[config.mk]
export PLATFORM = sky130hd
export DESIGN_NAME = seq_detect_param
export DESIGN_NICKNAME = d
export VERILOG_FILES = /design/src/rtl/seq_detect_pkg.sv /design/src/rtl/seq_detect_param_sat_counter.sv /design/src/rtl/seq_detect_param.sv
export SDC_FILE = /design/constraint.sdc
export NUM_CORES = 1
export LEC_CHECK = 0
export ABC_AREA = 1
export BUFFER_PORTS_ARGS = -buffer_cell sky130_fd_sc_hd__buf_4
export CAP_MARGIN = 20
export CORE_UTILIZATION = 61
export DETAILED_ROUTE_END_ITERATION = 12
export HOLD_SLACK_MARGIN = 0.08
export PLACE_DENSITY = 0.84
export SLEW_MARGIN = 20
export SYNTH_ARGS = -nofsm -noshare
export SYNTH_HDL_FRONTEND = slang
export SYNTH_SLANG_ARGS = --single-unit
export TNS_END_PERCENT = 10
[constraint.sdc]
create_clock -name CLK -period 4.2 [get_ports CLK]
set_clock_uncertainty 0.15 [all_clocks]
set_input_delay 0.21 -clock CLK [delete_from_list [all_inputs] [get_ports CLK]]
set_output_delay 0.21 -clock CLK [all_outputs]
set_load 0.1 [all_outputs]
[src/rtl/seq_detect_pkg.sv]
// Shared constants and helpers for the parametrised serial-pattern detector.
package seq_detect_pkg;

    // Largest pattern length the window-compare helper supports
    localparam int unsigned MAX_LEN_LIMIT = 32;

    // Default configuration of the detector
    localparam int unsigned DEF_MAX_LEN   = 8;
    localparam int unsigned LEN_W         = $clog2(DEF_MAX_LEN + 1);
    localparam int unsigned CMP_LEN_W     = $clog2(MAX_LEN_LIMIT + 1);

    // Pattern and length loaded at reset (the legacy "11001" detector)
    localparam logic [DEF_MAX_LEN-1:0] SD_DEFAULT_PAT = 8'b0001_1001;
    localparam int unsigned            SD_DEFAULT_LEN = 5;

    // Compare the low len bits of the window against the low len bits of the pattern
    function automatic logic win_match(
        input logic [MAX_LEN_LIMIT-1:0] win,
        input logic [MAX_LEN_LIMIT-1:0] pat,
        input logic [CMP_LEN_W-1:0]     len
    );
        logic [MAX_LEN_LIMIT-1:0] mask;
        if (len >= CMP_LEN_W'(MAX_LEN_LIMIT)) begin
            mask = '1;
        end else begin
            mask = (MAX_LEN_LIMIT'(1) << len) - MAX_LEN_LIMIT'(1);
        end
        return ((win ^ pat) & mask) == '0;
    endfunction

endpackage

[src/rtl/seq_detect_param_sat_counter.sv]
// Saturating up-counter with synchronous clear (clear wins over increment).
module sat_counter #(
    parameter int unsigned W = 8
) (
    input  logic         CLK,
    input  logic         RESET_N,
    input  logic         i_inc,
    input  logic         i_clr,
    output logic [W-1:0] o_cnt
);

    logic [W-1:0] r_cnt;

    // Count up on i_inc, stick at all-ones, clear has priority
    always_ff @(posedge CLK or negedge RESET_N) begin
        if (!RESET_N) begin
            r_cnt <= '0;
        end else if (i_clr) begin
            r_cnt <= '0;
        end else if (i_inc && (r_cnt != '1)) begin
            r_cnt <= r_cnt + W'(1);
        end
    end

    assign o_cnt = r_cnt;

endmodule

[src/rtl/seq_detect_param.sv]
// Run-time loadable Mealy serial-pattern detector with overlap control,
// input-valid qualifier, registered match copy and saturating match counter.
module seq_detect_param
    import seq_detect_pkg::*;
#(
    parameter int unsigned             MAX_LEN     = DEF_MAX_LEN,
    parameter int unsigned             CNT_W       = 8,
    parameter logic [MAX_LEN-1:0]      DEFAULT_PAT = MAX_LEN'(SD_DEFAULT_PAT),
    parameter int unsigned             DEFAULT_LEN = SD_DEFAULT_LEN
) (
    input  logic                             CLK,
    input  logic                             RESET_N,
    input  logic                             in,
    input  logic                             in_valid,
    input  logic                             pat_load,
    input  logic [MAX_LEN-1:0]               pat_in,
    input  logic [$clog2(MAX_LEN+1)-1:0]     len_in,
    input  logic                             overlap_en,
    input  logic                             clear_cnt,
    output logic                             out,
    output logic                             out_q,
    output logic [CNT_W-1:0]                 match_cnt,
    output logic                             cfg_err
);

    localparam int unsigned W_LEN = $clog2(MAX_LEN + 1);

    // Architectural state
    logic [MAX_LEN-1:0] r_pat;
    logic [W_LEN-1:0]   r_len;
    logic [MAX_LEN-2:0] r_hist;
    logic [W_LEN-1:0]   r_fill;
    logic               r_out_q;
    logic               r_cfg_err;

    // Next-state and decode wires
    logic [MAX_LEN-1:0] w_pat_nxt;
    logic [W_LEN-1:0]   w_len_nxt;
    logic [MAX_LEN-2:0] w_hist_nxt;
    logic [W_LEN-1:0]   w_fill_nxt;
    logic [MAX_LEN-1:0] w_win;
    logic [W_LEN-1:0]   w_len_m1;
    logic               w_load_ok;
    logic               w_load_bad;
    logic               w_hit;
    logic               w_out;

    // A load is only accepted for 1 <= len_in <= MAX_LEN
    assign w_load_ok  = pat_load && (len_in != '0) && (len_in <= W_LEN'(MAX_LEN));
    assign w_load_bad = pat_load && !w_load_ok;

    // Window is the stored history with the current bit appended as newest
    assign w_win    = {r_hist, in};
    assign w_len_m1 = r_len - W_LEN'(1);
    assign w_hit    = win_match(MAX_LEN_LIMIT'(w_win), MAX_LEN_LIMIT'(r_pat), CMP_LEN_W'(r_len));

    // Mealy match: needs a full window, a qualified bit and no load in flight
    assign w_out = RESET_N && in_valid && !pat_load && (r_fill >= w_len_m1) && w_hit;
    assign out   = w_out;

    // Next-state for pattern, length, history and fill level
    always_comb begin
        w_pat_nxt  = r_pat;
        w_len_nxt  = r_len;
        w_hist_nxt = r_hist;
        w_fill_nxt = r_fill;
        if (w_load_ok) begin
            // Accepted load restarts detection; the bit of this cycle is dropped
            w_pat_nxt  = pat_in;
            w_len_nxt  = len_in;
            w_hist_nxt = '0;
            w_fill_nxt = '0;
        end else if (in_valid) begin
            w_hist_nxt = w_win[MAX_LEN-2:0];
            if (w_out && !overlap_en) begin
                w_fill_nxt = '0;
            end else if (r_fill < w_len_m1) begin
                w_fill_nxt = r_fill + W_LEN'(1);
            end
        end
    end

    // Detector state registers
    always_ff @(posedge CLK or negedge RESET_N) begin
        if (!RESET_N) begin
            r_pat     <= DEFAULT_PAT;
            r_len     <= W_LEN'(DEFAULT_LEN);
            r_hist    <= '0;
            r_fill    <= '0;
            r_out_q   <= 1'b0;
            r_cfg_err <= 1'b0;
        end else begin
            r_pat     <= w_pat_nxt;
            r_len     <= w_len_nxt;
            r_hist    <= w_hist_nxt;
            r_fill    <= w_fill_nxt;
            r_out_q   <= w_out;
            r_cfg_err <= w_load_bad;
        end
    end

    assign out_q   = r_out_q;
    assign cfg_err = r_cfg_err;

    // Match counter
    sat_counter #(
        .W (CNT_W)
    ) u_match_cnt (
        .CLK     (CLK),
        .RESET_N (RESET_N),
        .i_inc   (w_out),
        .i_clr   (clear_cnt),
        .o_cnt   (match_cnt)
    );

endmodule

Word-level counts from Yosys, hierarchy flattened
Cells that the tools add are included.
{"block": "totals", "out_inout_bits": 11, "in_bits": 19, "word_cells": 44, "regBits": 33}
{"block": "classes", "n_eq_ne": 1, "addsub": 4, "n_mux": 8, "order_cmp": 3, "shifts": 1, "n_bitwise": 2, "reduce_logical": 18}
{"operator": "AND 8 x 32 -> 32 bit", "count": 1}
{"operator": "logical NOT 32 bit", "count": 1}
{"operator": "left shift 1 x 4 -> 32 bit, first input constant", "count": 1}
{"operator": "subtractor 32 x 2 -> 32 bit, second input constant", "count": 1}
{"operator": "two-way mux 4 bit", "count": 4}
{"operator": "two-way mux 8 bit", "count": 2}
{"operator": "two-way mux 7 bit", "count": 2}
{"operator": "logical AND 1 bit", "count": 9}
{"operator": "adder 8 x 1 -> 8 bit, second input constant", "count": 1}
{"operator": "inequality test 8 bit, second input constant", "count": 1}
{"operator": "XOR 8 bit", "count": 1}
{"operator": "adder 4 x 1 -> 4 bit, second input constant", "count": 1}
{"operator": ">= comparator 4 bit", "count": 1}
{"operator": "less-or-equal comparator 4 bit, second input constant", "count": 1}
{"operator": "< comparator 4 bit", "count": 1}
{"operator": "nonzero test 2 bit", "count": 2}
{"operator": "nonzero test 4 bit", "count": 1}
{"operator": "subtractor 4 x 1 -> 4 bit, second input constant", "count": 1}
{"operator": "logical NOT 1 bit", "count": 3}
{"operator": "nonzero test 3 bit", "count": 1}
{"operator": "AND reduction 2 bit", "count": 1}

Depth between registers and ports, before layout
{"block": "logic_depth", "word_depth": 9, "depth_mapped": 19}

Cells and area by module
A second synthesis with hierarchy kept.
{"block": "unflattened", "cells_unflattened": 291, "area_unflattened_um2": 2148.3}
{"module": "seq_detect_param", "cells_each": 217, "instances": 1, "area_each_um2": 1636.6}
{"module": "sat_counter", "cells_each": 74, "instances": 1, "area_each_um2": 511.7}

Worst setup path before layout
Ideal clock, no wire load.
{"block": "synth_path", "path_kind": "register to register", "startpoint": "reg r_len[0]", "endpoint": "reg u_match_cnt.r_cnt[1], in the netlist u_match_cnt.o_cnt[1]", "synth_period_minus_slack_ns": 2.568, "path_slack_ns": 1.632, "n_path_buf": 1, "required_ns": 3.924, "setup_ns": 0.126, "t_arrival_ns": 2.292, "stages_incl_launch_ff": 18, "cell_sequence": "dfstp_2 inv_1 ha_1 xnor2_1 ha_1 nand2_1 inv_1 nand2_1 nand2_1 nor2_1 nor2_1 nand4_1 nor2_2 and2_4 buf_8 nand2_8 nand3_1 o21ai_1"}
{"block": "synth_via", "elab_chain_len": 7, "elab_cells_between_ends": 10}
{"element": "start, declared", "line_no": "seq_detect_param.sv:30", "source": "logic [W_LEN-1:0] r_len;"}
{"element": "start signal, assigned", "line_no": "seq_detect_param.sv:87", "source": "r_len <= W_LEN'(DEFAULT_LEN);"}
{"element": "start signal, assigned", "line_no": "seq_detect_param.sv:94", "source": "r_len <= w_len_nxt;"}
{"element": "left shift 1 x 4 -> 32 bit", "line_no": "seq_detect_pkg.sv:26", "source": "mask = (MAX_LEN_LIMIT'(1) << len) - MAX_LEN_LIMIT'(1);"}
{"element": "subtractor 32 x 2 -> 32 bit", "line_no": "seq_detect_pkg.sv:26"}
{"element": "AND 8 x 32 -> 32 bit", "line_no": "seq_detect_pkg.sv:28", "source": "return ((win ^ pat) & mask) == '0;"}
{"element": "logical NOT 32 bit", "line_no": "seq_detect_pkg.sv:28"}
{"element": "logical AND 1 bit (*)", "line_no": "seq_detect_param.sv:58", "source": "assign w_out = RESET_N && in_valid && !pat_load && (r_fill >= w_len_m1) && w_hit;"}
{"element": "net out", "line_no": "seq_detect_param.sv:20", "source": "output logic out,"}
{"element": "logical AND 1 bit (*)", "line_no": "seq_detect_param_sat_counter.sv:20", "source": "end else if (i_inc && (r_cnt != '1)) begin"}
{"element": "nonzero test 2 bit (no source line) (*)"}
{"element": "end signal, assigned", "line_no": "seq_detect_param_sat_counter.sv:21", "source": "r_cnt <= r_cnt + W'(1);"}
{"element": "end, declared", "line_no": "seq_detect_param_sat_counter.sv:12", "source": "logic [W-1:0] r_cnt;"}
The timed path passes the listed nets; every way through them passes the cells marked *.
A chain may end at the register's enable or synchronous reset.

Final worst setup path
{"block": "layout_path", "startpoint": "reg r_len[0]", "endpoint": "out out"}
{"block": "layout_via", "elab_chain_len": 5, "elab_cells_between_ends": 8}
{"element": "left shift 1 x 4 -> 32 bit", "line_no": "seq_detect_pkg.sv:26"}
{"element": "subtractor 32 x 2 -> 32 bit", "line_no": "seq_detect_pkg.sv:26"}
{"element": "AND 8 x 32 -> 32 bit", "line_no": "seq_detect_pkg.sv:28"}
{"element": "logical NOT 32 bit", "line_no": "seq_detect_pkg.sv:28"}
{"element": "logical AND 1 bit (*)", "line_no": "seq_detect_param.sv:58"}
{"element": "end, declared", "line_no": "seq_detect_param.sv:20"}
Every way passes the cells marked *; elsewhere a longest branch is shown, timed or not.

==> results.py <==
metrics = {
    "critical_path": {
        "critPathRequiredTime_ns": 3.84,
        "worstPathCellList": "inv_1, ha_1, xnor2_1, ha_1, nand2_1, inv_1, nand2_1, nand2_1, nor2_1, nor2_1, nand4_1, nor2_2, and2_4, buf_4",
        "slowest_stage": "dfstp_2",
        "slowest_delay_ns": 0.56,
        "worstPathArrival_ns": 2.68,
        "cp-start-kind": "register",
        "critPathKind": "register to primary output",
        "r2r_start": "r_len[0]",
        "cp-startpoint": "r_len[0]",
        "critPathMostFrequentCell": "nand2_1",
        "worstReg2RegEnd": "r_fill[3]",
        "cp-end-kind": "primary output",
        "ff2ff_path_depth": 16,
        "endpoint": "out",
        "rrSetupSlack_ns": 1.56,
        "worstPathMaxFanout": 6,
    },
    "grt": {
        "busiest_layer": "met2",
        "use_met3": 0.0597,
        "met2_usage": 0.391,
        "antenna_found_initial": 0,
        "grt_pass1_vias": 1540,
        "grt_max_degree": 35,
        "grt.total_usage": 0.264,
        "grt_pass1_wl_um": 6960,
        "grt-ovfl-total": 0,
        "met1_usage": 0.381,
    },
    "sta": {
        "fmax_ghz": 0.328,
        "hold_viol": 0,
        "setup_ws_ns": 1.16,
        "fin_crit_sh": 0.725,
        "whs_ns": 0.206,
        "rsz0062_at_grt": "false",
        "fin_tns_setup_ns": 0,
        "setup_viol": 0,
        "relSlewSlack": 0.659,
        "drv_slew": 0,
        "tightest_slew_ns": 0.509,
        "fin_crit_ns": 3.04,
    },
    "place": {
        "dp_hpwl_um": 3220,
        "dp.cells": 346,
        "place_congestion": 0.903,
        "place_ws_ns": 1.55,
        "dpl_cell_area_um2": 2370,
        "io_buffers": 29,
    },
    "pwr": {
        "power.switching_mw": 0.357,
        "power_frac_comb": 0.350,
        "clkPwrFrac": 0.241,
        "power_mw": 1.00,
        "p_per_area_nw_per_um2": 381,
        "p_leak_nw": 1.40,
        "swShare": 0.356,
        "p_int_mw": 0.647,
        "ir_drop_mv": 0.264,
        "seq_power_share": 0.408,
    },
    "synth": {
        "synth_area_um2": 2120,
        "seq_area_frac_synth": 0.392,
        "yosys_register_bits": 33,
        "async_reset_ff_frac": 1.00,
        "synth_edf_count": 0,
        "ys_types": 34,
        "syn_avg_cell_area_um2": 7.72,
        "synth_flop_cell": "dfrtp_1",
        "syn_inst": 275,
        "synth_nets": 306,
        "ys_warn_count": 0,
    },
    "finish": {
        "area_growth_syn_to_layout_pct": 24.0,
        "fin_cells": 372,
        "drive_gt1_frac": 0.178,
        "design_area_um2": 2630,
        "utilization": 0.789,
        "antenna_cells": 0,
        "fillers": 234,
        "layout.nets": 356,
    },
    "route": {
        "vias": 1901,
        "drtIter0Drc": 131,
        "drc": 0,
        "wl_um": 4540,
        "ant_nets": 0,
        "vias_per_cell": 5.11,
        "wl_per_cell_um": 12.2,
        "dr.pass1.iters": 4,
    },
    "cts": {
        "tritoncts": "built",
        "root_buffer": "clkbuf_4",
        "clock-sinks": 33,
        "cts_made_buffers": 5,
        "clkLatencyLatePin_ns": 0.33,
        "htreeDepth": 2,
        "path_clk_slew_ns": 0.10,
        "clock_path_buffers": 2,
    },
    "die": {
        "rows": 21,
        "dieArea_um2": 3720,
        "io_pins": 30,
        "die_h_um": 61,
        "die_x_um": 61,
        "initial_core_util": 0.636,
        "core-area_um2": 3340,
    },
    "run": {
        "cap_viol_max_count": 0,
    },
    "run_status": {
        "outcome": "finished clean",
    },
    "min_path": {
        "min_path_type": "input port to asynchronous set/reset pin",
    },
}
## final cells by class
cell class                 instances  area [um2]  area share
clock inverter                     1        30.0      0.0114
timing repair buffer              48         405       0.154
clock buffer                       7        55.1      0.0209
multi-input combinational        208        1140       0.434
tap                               46        57.6      0.0219
inverter                          29         109      0.0413
sequential                        33         832       0.316
## cell usage after synthesis (3+ instances only)
| library cell | instances | share of area |
|---|---|---|
| nand3_1 | 32 | 0.075 |
| xor2_1 | 12 | 0.049 |
| dfrtp_1 | 28 | 0.33 |
| dfstp_2 | 5 | 0.062 |
| o21ai_0 | 10 | 0.024 |
| o31ai_1 | 3 | 0.011 |
| nor3_1 | 3 | 0.0071 |
| nand2_1 | 84 | 0.15 |
| nor2_1 | 21 | 0.037 |
| a21oi_1 | 6 | 0.014 |
| nand4_1 | 3 | 0.0088 |
| nand2_2 | 4 | 0.012 |
| ha_1 | 12 | 0.071 |
| inv_1 | 25 | 0.044 |
## metal layers
layer  share of wire  up-vias  wire, um
met5               0        -         0
met4           0.011        0        51
met3           0.055        4       252
met2            0.46       57      2110
met1            0.47      859      2130
li1                -      981         -
## sequential cells by signal (all words and copies together) (netlist names)
register           count
r_len                  4
cfg_err                1
r_fill                 4
out_q                  1
r_pat                  8
u_match_cnt.o_cnt      8
r_hist                 7
## repair_timing
item,CTS,global route
gates resized for setup,0,0
setup buffers,0,0
endpoints found under the hold margin,57,0
hold buffers,18,0
## worst min path at each step
stage          cells after the start                   end  slack [ns]
3_5_place_dp                       1  u_match_cnt.o_cnt[6]        0.02
3_3_place_gp                       1  u_match_cnt.o_cnt[6]        0.02
6_report                           2  u_match_cnt.o_cnt[6]        0.21
5_1_grt                            2                 out_q        0.23
2_1_floorplan                      0               cfg_err       -0.24
4_1_cts                            2  u_match_cnt.o_cnt[6]        0.19
## cell usage in the layout (no fill, tap or decap)
cell           instances
nand2_1               84
nand3_1               32
buf_4                 30
dfrtp_1               28
inv_1                 25
nor2_1                21
dlygate4sd3_1         18
xor2_1                12
ha_1                  12
o21ai_0               10
a21oi_1                6
clkbuf_4               5
dfstp_2                5
nand2_2                4
nand4_1                3
nor3_1                 3
o31ai_1                3
xnor2_1                2
nor2_4                 2
inv_2                  2
o21ai_1                2
clkinv_1               2
nand2_8                2
nand2_4                1
o21ai_2                1
nand3_2                1
nand3b_1               1
nor2_2                 1
nor3_2                 1
or2_1                  1
and2_4                 1
a31oi_1                1
nor3b_1                1
clkbuf_8               1
bufinv_16              1
clkbuf_1               1
## cells by family after synthesis
kind of cell             after synthesis  synth area share
AO/OA/AOI/OAI                         23            0.0601
XOR/XNOR                              14            0.0578
adder cells (fa/ha/maj)               12            0.0707
buffers and inverters                 34            0.0695
flip-flops                            33             0.392
AND/OR/NAND/NOR                      159             0.350
## power by group through the flow
stage | Combinational, mW | Clock [mW] | Sequential, mW
global route | 0.399 | 0.263 | 0.415
global placement | 0.320 | 0 | 0.413
floorplan | 0.248 | 0 | 0.414
CTS | 0.350 | 0.250 | 0.408
finish | 0.352 | 0.242 | 0.410
detailed placement | 0.331 | 0 | 0.414
## worst max-delay path: cells and delay by family, from the launching register on
family	cells	cell delay, ns
XOR/XNOR	1	0.14
adder cells (fa/ha/maj)	2	0.51
flip-flops	1	0.56
AND/OR/NAND/NOR	8	0.70
buffers and inverters	3	0.45
Power figures use the tool's default switching activity.
